**config.mk**
```make
export PLATFORM = sky130hd
export DESIGN_NAME = gradient_orientation_histogram
export DESIGN_NICKNAME = d
export VERILOG_FILES = /design/src/rtl/gradient_orientation_histogram.sv
export SDC_FILE = /design/constraint.sdc
export NUM_CORES = 1
export LEC_CHECK = 0
export CAP_MARGIN = 20
export CELL_PAD_IN_SITES_DETAIL_PLACEMENT = 0
export CELL_PAD_IN_SITES_GLOBAL_PLACEMENT = 1
export CORE_ASPECT_RATIO = 1.5
export CORE_MARGIN = 1
export CORE_UTILIZATION = 31
export DETAILED_ROUTE_END_ITERATION = 16
export PLACE_DENSITY_LB_ADDON = 0.1
export SETUP_SLACK_MARGIN = 0.15
export SYNTH_ARGS = -nofsm -noshare
export SYNTH_HDL_FRONTEND = slang
export SYNTH_SLANG_ARGS = --single-unit
export TNS_END_PERCENT = 1
```
**constraint.sdc**
```tcl
create_clock -name clk_in -period 25.8 [get_ports clk_in]
set_input_delay 3.87 -clock clk_in [delete_from_list [all_inputs] [get_ports clk_in]]
set_output_delay 3.87 -clock clk_in [all_outputs]
set_load 0.01 [all_outputs]
```
**src/rtl/gradient_orientation_histogram.sv**
```systemverilog
// rtl/gradient_orientation_histogram.sv - 8-bin gradient orientation histogram over a keypoint window
// Scans the window in raster order, reads both gradient BRAMs, bins |gx|+|gy| by octant, then finds the peak.
module gradient_orientation_histogram #(
  parameter int WIDTH     = 64,
  parameter int HEIGHT    = 64,
  parameter int BIT_DEPTH = 8,
  parameter int RADIUS    = 4,
  parameter int BIN_W     = BIT_DEPTH + 2 + $clog2((2*RADIUS+1)*(2*RADIUS+1)+1)
) (
  input  logic                              clk_in,
  input  logic                              rst_in,
  input  logic [$clog2(WIDTH)-1:0]          kp_x,
  input  logic [$clog2(HEIGHT)-1:0]         kp_y,
  input  logic                              start_in,
  output logic [$clog2(WIDTH*HEIGHT)-1:0]   grad_read_addr,
  output logic                              grad_read_valid,
  input  logic [BIT_DEPTH:0]                x_grad_in,
  input  logic [BIT_DEPTH:0]                y_grad_in,
  output logic                              busy,
  output logic [8*BIN_W-1:0]                hist_bins,
  output logic [2:0]                        peak_bin,
  output logic [BIN_W-1:0]                  peak_mag,
  output logic                              hist_done
);

  localparam int P   = (2*RADIUS+1)*(2*RADIUS+1);
  localparam int XW  = $clog2(WIDTH);
  localparam int YW  = $clog2(HEIGHT);
  localparam int AW  = $clog2(WIDTH*HEIGHT);
  localparam int PCW = $clog2(P+1);
  localparam int DW  = $clog2(2*RADIUS+1);
  localparam int CW  = ((XW > YW) ? XW : YW) + $clog2(RADIUS+1) + 2;

  localparam logic signed [CW-1:0] R_S  = CW'(RADIUS);
  localparam logic signed [CW-1:0] W_S  = CW'(WIDTH);
  localparam logic signed [CW-1:0] H_S  = CW'(HEIGHT);
  localparam logic signed [CW-1:0] ZERO = '0;
  localparam logic signed [CW-1:0] ONE  = CW'(1);

  typedef enum logic [2:0] {IDLE, SCAN, DRAIN, PEAK, DONE} state_t;
  state_t state, state_next;

  logic [XW-1:0]          kp_lx;
  logic signed [CW-1:0]   x_pos, y_pos;
  logic [DW-1:0]          dx_cnt;
  logic [PCW-1:0]         pos_cnt;
  logic                   drain_cnt;
  logic [1:0]             vpipe;

  always_ff @(posedge clk_in or negedge rst_in) begin
    if (!rst_in) state <= IDLE;
    else         state <= state_next;
  end

  always_comb begin
    state_next = state;
    case (state)
      IDLE:  if (start_in) state_next = SCAN;
      SCAN:  if (pos_cnt == PCW'(P)) state_next = DRAIN;
      DRAIN: if (drain_cnt) state_next = PEAK;
      PEAK:  state_next = DONE;
      DONE:  state_next = IDLE;
      default: state_next = IDLE;
    endcase
  end

  // Next window position; the first one comes straight from the kp inputs on the accept cycle.
  logic signed [CW-1:0] nx, ny;
  logic [DW-1:0]        ndx;
  logic                 in_b, issue;
  logic [AW-1:0]        next_addr;

  always_comb begin
    nx  = x_pos + ONE;
    ny  = y_pos;
    ndx = dx_cnt + DW'(1);
    if (state == IDLE) begin
      nx  = CW'(kp_x) - R_S;
      ny  = CW'(kp_y) - R_S;
      ndx = '0;
    end else if (dx_cnt == DW'(2*RADIUS)) begin
      nx  = CW'(kp_lx) - R_S;
      ny  = y_pos + ONE;
      ndx = '0;
    end
    in_b      = (nx >= ZERO) && (nx < W_S) && (ny >= ZERO) && (ny < H_S);
    next_addr = AW'(nx) + AW'(ny) * AW'(WIDTH);
    issue     = ((state == IDLE) && start_in) || ((state == SCAN) && (pos_cnt != PCW'(P)));
  end

  logic              gx_neg, gy_neg, gx_z, gy_z, upd;
  logic [BIT_DEPTH:0]   ax, ay;
  logic [BIT_DEPTH+1:0] mag;
  logic [2:0]        sel;

  always_comb begin
    gx_neg = x_grad_in[BIT_DEPTH];
    gy_neg = y_grad_in[BIT_DEPTH];
    gx_z   = (x_grad_in == '0);
    gy_z   = (y_grad_in == '0);
    ax     = gx_neg ? (~x_grad_in + 1'b1) : x_grad_in;
    ay     = gy_neg ? (~y_grad_in + 1'b1) : y_grad_in;
    mag    = {1'b0, ax} + {1'b0, ay};
    upd    = 1'b1;
    sel    = 3'd0;
    if (!gx_neg && !gx_z && !gy_neg)       sel = (ay < ax) ? 3'd0 : 3'd1;
    else if ((gx_neg || gx_z) && !gy_neg && !gy_z) sel = (ax < ay) ? 3'd2 : 3'd3;
    else if (gx_neg && (gy_neg || gy_z))   sel = (ay < ax) ? 3'd4 : 3'd5;
    else if (!gx_neg && gy_neg)            sel = (ax < ay) ? 3'd6 : 3'd7;
    else                                   upd = 1'b0;
  end

  // Strictly-greater compare keeps the lowest index on ties.
  logic [2:0]       pk_b;
  logic [BIN_W-1:0] pk_v;

  always_comb begin
    pk_b = 3'd0;
    pk_v = hist_bins[0 +: BIN_W];
    for (int b = 1; b < 8; b++) begin
      if (hist_bins[b*BIN_W +: BIN_W] > pk_v) begin
        pk_v = hist_bins[b*BIN_W +: BIN_W];
        pk_b = 3'(b);
      end
    end
  end

  always_ff @(posedge clk_in or negedge rst_in) begin
    if (!rst_in) begin
      kp_lx           <= '0;
      x_pos           <= '0;
      y_pos           <= '0;
      dx_cnt          <= '0;
      pos_cnt         <= '0;
      drain_cnt       <= 1'b0;
      vpipe           <= '0;
      grad_read_addr  <= '0;
      grad_read_valid <= 1'b0;
      busy            <= 1'b0;
      hist_bins       <= '0;
      peak_bin        <= '0;
      peak_mag        <= '0;
      hist_done       <= 1'b0;
    end else begin
      vpipe           <= {vpipe[0], grad_read_valid};
      hist_done       <= (state == PEAK);
      drain_cnt       <= (state == DRAIN) && !drain_cnt;
      grad_read_valid <= 1'b0;
      case (state)
        IDLE: if (start_in) begin
          kp_lx     <= kp_x;
          hist_bins <= '0;
          peak_bin  <= '0;
          peak_mag  <= '0;
          busy      <= 1'b1;
          pos_cnt   <= PCW'(1);
        end
        SCAN: if (pos_cnt != PCW'(P)) pos_cnt <= pos_cnt + PCW'(1);
        PEAK: begin
          peak_bin <= pk_b;
          peak_mag <= pk_v;
        end
        DONE: busy <= 1'b0;
        default: ;
      endcase
      if (issue) begin
        x_pos           <= nx;
        y_pos           <= ny;
        dx_cnt          <= ndx;
        grad_read_valid <= in_b;
        if (in_b) grad_read_addr <= next_addr;
      end
      if (vpipe[1] && upd)
        hist_bins[sel*BIN_W +: BIN_W] <= hist_bins[sel*BIN_W +: BIN_W] + BIN_W'(mag);
    end
  end

endmodule

```
# After elaboration in Yosys (flattened, before gate mapping)
# Index checks and enable logic that the tools add are counted.
# word_totals
register_bits	216
word_cells	143
# classes
addsub	13
mul	1
n_lt_le_gt_ge	13
n_eq_ne	11
shifts	3
mux	52
bitwise	2
reduce_logical	33
# op_table
op	n
$mux 136	3
$bwmux 136	1
$mux 17	8
$shift 17x34->136 const A	1
$shiftx 136x9->17	1
$shiftx 17x34->136	1
$gt 17x17->1	7
$mux 11	4
$mux 3	14
$neg 8->34	1
$pmux 17 s2	1
$add 11x2->11 const B	2
$ge 11x1->1 const B	2
$lt 11x8->1 const B	2
$sub 6x3->7 const B	3
$add 9x1->9 const B	2
$logic_not 9->1	2
$lt 9x9->1	2
$mux 9	2
$not 9->9	2
$add 17x10->17	1
$mux 7	2
$pmux 7 s2	1
$logic_and 1x1->1	13
other kinds (24)	50

# Longest topological paths before layout
# logic_depth
word_depth	15
depth_mapped	85

# Worst setup path after synthesis
# No wires, ideal clock.
# synth_path
path_kind	flip-flop to flip-flop
start	register hist_bins[6]
end	register peak_mag[3]
arrival_ns	15.339
required_time_ns	25.678
setup_slack_ns	10.339
path_stages_with_launch	80
path_cell_list	dfrtp_1 > inv_1 > ha_1 > a21o_1 > a21o_1 > a2111oi_4 > o211ai_2 > nand2_1 > buf_2 > mux2i_1 > ha_1 > nor2b_1 > o21ai_0 > or3b_2 > a31oi_1 > o21bai_1 > buf_2 > buf_2 > [44 not listed] > o21ai_1 > o22ai_1 > a21oi_1 > buf_2 > a221oi_1 > o21ai_0 > ha_1 > nor2b_1 > o21a_1 > o21a_1 > o21a_1 > o21a_1 > o21ai_0 > a21o_1 > a21oi_1 > clkbuf_1 > or3_1 > a32o_1
# synth_via
elab_chain_cells	15
# synth_rtl
item	line	source
from (decl)	20	output logic [8*BIN_W-1:0] hist_bins,
from (signal, indexed assignment)	174	hist_bins[sel*BIN_W +: BIN_W] <= hist_bins[sel*BIN_W +: BIN_W] + BIN_W'(mag);
$gt 17x17->1	121	if (hist_bins[b*BIN_W +: BIN_W] > pk_v) begin
$mux 17 (*)	121	
$gt 17x17->1	121	
$mux 17 (*)	121	
$gt 17x17->1	121	
$mux 17 (*)	121	
$gt 17x17->1	121	
$mux 17 (*)	121	
$gt 17x17->1	121	
$mux 17 (*)	121	
$gt 17x17->1	121	
$mux 17 (*)	121	
$gt 17x17->1	121	
$mux 17 (*)	121	
$pmux 17 s2 (*)	149	case (state)
to (signal assigned)	161	peak_mag <= pk_v;
to (decl)	22	output logic [BIN_W-1:0] peak_mag,
# Mark *: on every way between the ends. The rest lies on a longest branch, timed or not.
# A chain may end at the register's enable or synchronous reset.

# Worst setup path in the final report
# Same ends and word-level chain as after synthesis.

==> summary by stage <==
Die
The die is 192.3 µm wide. The core region is 53610 µm². Pin placement for this block handled 204 I/O pins.

The initial utilization of the core area, before any placement, comes to 0.3140. The total die area is 55260 µm². In this run the vertical extent of the chip is 287.4 µm.

The site row count is 104.

Logic synthesis
The number of library cell types mapped by synthesis is 85. The post-synthesis async set-or-reset flop share is 1.000. Of the total synthesized cell area, the portion taken by AND, OR, NAND and NOR gates is 0.1916. The top flip-flop cell by instance count after synthesis is dfrtp_1.

The number of nets handed over by synthesis was 2181. The average size of a mapped cell is 8.519 µm². After synthesis, the share of cell area in mux cells is 0.05976. The main combinational cell family by area after synthesis is compound AO/OA/AOI/OAI gates.

The cell area that synthesis handed to floorplanning was 16830 µm². The sequential area share after synthesis is 0.3211. The area fraction in compound gates after synthesis came to 0.2056. Counting every instance in the synthesized netlist gives 1976.

The number of storage elements in the synthesis netlist is 216. Counting flops with a built-in enable in the synthesized netlist gives 0. Yosys printed 0 warnings. The adder-cell share of the synthesized area is 0.1327. Of the total synthesized cell area, the portion taken by XOR and XNOR cells is 0.03263.

Timing
For the final database, setup skew stands at 12.16 ps. The maximum clock frequency is 0.05542 GHz. The final critical-path required period is 18040 ps. Setup repair after global routing left no endpoint under its margin. At the pin with the least slew margin, the transition time is 1153 ps. The number of failing setup endpoints in the final timing report is 0. The worst slew margin relative to its limit is 0.2261. The post-route fraction of the period consumed by the critical path is 0.6994.

The number of hold-slack violations in the final timing report is 0. After routing, the total negative slack on setup checks comes to 0 ps. The number of pins with negative max-slew slack in the final report is 0.

Setup path
The required time at the worst-slack endpoint is 26240 ps. The startpoint type of the worst setup path is a register. The reg-to-reg startpoint is hist_bins[6].

The endpoint class of the critical path is a register. The worst-path cell with the longest stage delay is a211o_1. In this run the worst path has a maximum fanout of 27.

The number of buffers and inverters on the critical path is 4. The signal arrival time at the worst endpoint is 18490 ps. The critical path class is reg2reg. The largest delay contributor family on the critical path is compound AO/OA/AOI/OAI gates.

The capture instance of the worst register-to-register path is peak_mag[3]. The cell that appears most often on the critical path is a21o_1. The worst reg-to-reg setup slack is 7760 ps. Measured in cells, the most critical reg-to-reg path has a length of 70. The largest single stage delay on the critical path is 750 ps.

CTS
The number of buffers added for setup after CTS is 0. The clock-pin slew on the worst setup and hold paths is 70 ps. The number of gates resized after CTS was 0.

TritonCTS created 25 clock buffers. The deepest clock path buffer count is 3. The CTS tree is built. The clock latency of the later-clocked register in the worst-skew pair is 560 ps. The count of clock tree sinks is 216. CTS built an H-tree with a depth of 1.

Buffers inserted to repair hold after CTS numbered 0. The tree is rooted in a clkbuf_16.

Placement
The placer's final routability congestion estimate is 0.9142. The HPWL after detailed placement is 55270 µm. In this run the tool buffered the top-level ports with 203 buffer cells.

Finish
The most common cell after layout, fill and taps aside is dfrtp_1. In the layout the commonest cells are dfrtp_1, o21ai_0, clkdlybuf4s50_1. From synthesis to final layout, the design area changed by 21.21%.

The net count reported at finish is 2333. In the final layout, the share of cells above drive strength 1 is 0.06573. The number of filler cells placed in the layout is 5516. 0 antenna diodes ended up in the layout.

Min path
For hold timing, the worst endpoint is vpipe[1]. The worst min-delay path class is reg2reg. Counting instances, the worst hold path has a depth of 0.

The startpoint of the lowest-slack hold path is vpipe[0].

Route
The number of remaining DRC errors is 0. The first routing iteration left 997 violations. The detailed-route wire length is 71270 µm. The final routed wire length divided by cell count is 25.15 µm. In the routed layout, each cell is associated on average with a via count of 5.605. Once detail routing completed, the nets flagged for antenna violations numbered 0. The via count is 15890. The count of TritonRoute iterations in the first routing pass is 5.

Global route
The pin count of the biggest net entering global routing is 97. The via count of the first global-routing pass is 15950. For this run, the total global-route usage over all layers was measured as 0.2578. The first-pass GRT wire length is 105600 µm. The number of antenna violations at the first check in global routing is 0. The total overflow reported by the global router is 0.

Status
The run finished with clean final reports.

Run
The reported max-cap violation count is 0.
## sequential cells by signal, indices dropped and copies added (netlist names)
name and flops:
peak_bin 3, peak_mag 17, busy 1, grad_read_addr 12
drain_cnt 1, x_pos 11, state 3, pos_cnt 7
grad_read_valid 1, dx_cnt 4, kp_lx 6, y_pos 11
hist_bins 136, hist_done 1, vpipe 2
## kinds of logic after synthesis
family                     count (synthesis)
and+or+nand+nor                          648
AOI/OAI and AO/OA                        547
buffers and inverters                    246
DFF                                      216
adders and majority gates                172
muxes                                     86
xor gates and xnor gates                  61
## metrics by stage
| stage | utilization | setup slack (ps) | hold slack (ps) | instances | area [µm²] |
|---|---|---|---|---|---|
| after floorplan | - | 10340 | 331.2 | 1976 | 16830 |
| after global placement | 0.3642 | 7470 | 334.9 | 2785 | 19530 |
| final | 0.3806 | 7755 | 346.9 | 2834 | 20400 |
| after global routing | 0.3806 | 6406 | 350.2 | 2834 | 20400 |
| after detailed placement | 0.3645 | 7643 | 335.6 | 2787 | 19540 |
| after CTS | 0.3799 | 7594 | 348.7 | 2831 | 20370 |
## worst max path at each step
stage	startpoint	to	depth (start not counted)	slack [ps]
after floorplan	hist_bins[6]	peak_mag[3]	79	10340
after global placement	hist_bins[7]	peak_mag[3]	70	7470
after detailed placement	hist_bins[6]	peak_mag[3]	71	7640
after CTS	hist_bins[6]	peak_mag[3]	71	7590
after global routing	hist_bins[6]	peak_mag[3]	70	6410
final	hist_bins[6]	peak_mag[3]	70	7760
## cells in the mapped netlist, types with 13 or more instances
cell type / n / share of area
a21o_1: 41 / 0.018
nand4_1: 29 / 0.011
a21oi_1: 95 / 0.028
nand2b_1: 27 / 0.010
o31ai_1: 25 / 0.011
inv_1: 137 / 0.031
and2_1: 15 / 0.0056
nand3_1: 163 / 0.048
o21bai_1: 13 / 0.0058
nand2_1: 172 / 0.038
o21a_1: 18 / 0.0080
ha_1: 161 / 0.12
nor2_1: 118 / 0.026
dfrtp_1: 216 / 0.32
o21ai_0: 205 / 0.061
clkbuf_1: 88 / 0.020
nor3_1: 30 / 0.0089
mux2i_1: 60 / 0.036
a31oi_1: 20 / 0.0074
o21ai_1: 14 / 0.0042
o211ai_1: 19 / 0.0085
mux2_2: 16 / 0.011
xnor2_1: 39 / 0.020
xor2_1: 20 / 0.010
## layer usage
metal | wire length (µm) | track usage | vias up
met5 | 0 | 0 | -
met4 | 2628 | 0.09331 | 0
met3 | 3418 | 0.03199 | 112
met2 | 37420 | 0.4760 | 462
met1 | 27800 | 0.2996 | 7863
li1 | - | - | 7448
## worst reg2reg max path, delay by kind of cell, from the launching register on
family | cells | cell delay [ps]
AOI/OAI and AO/OA | 40 | 8470
adders and majority gates | 7 | 2050
buffers and inverters | 4 | 660
DFF | 1 | 390
muxes | 5 | 1970
and+or+nand+nor | 14 | 4380
## final cells by class
| cell class | instances | area (µm²) | share of cell area |
|---|---|---|---|
| timing repair buffer | 234 | 2286 | 0.1120 |
| sequential | 216 | 5405 | 0.2649 |
| multi-input combinational | 1514 | 10510 | 0.5152 |
| clock inverter | 8 | 96.34 | 0.004722 |
| clock buffer | 36 | 726.9 | 0.03563 |
| inverter | 137 | 514.2 | 0.02520 |
| tap | 689 | 862.1 | 0.04225 |
Power is left out: the tool's default activity adds up to more than one toggle a clock period on the data nets, which glitch-free logic cannot reach.
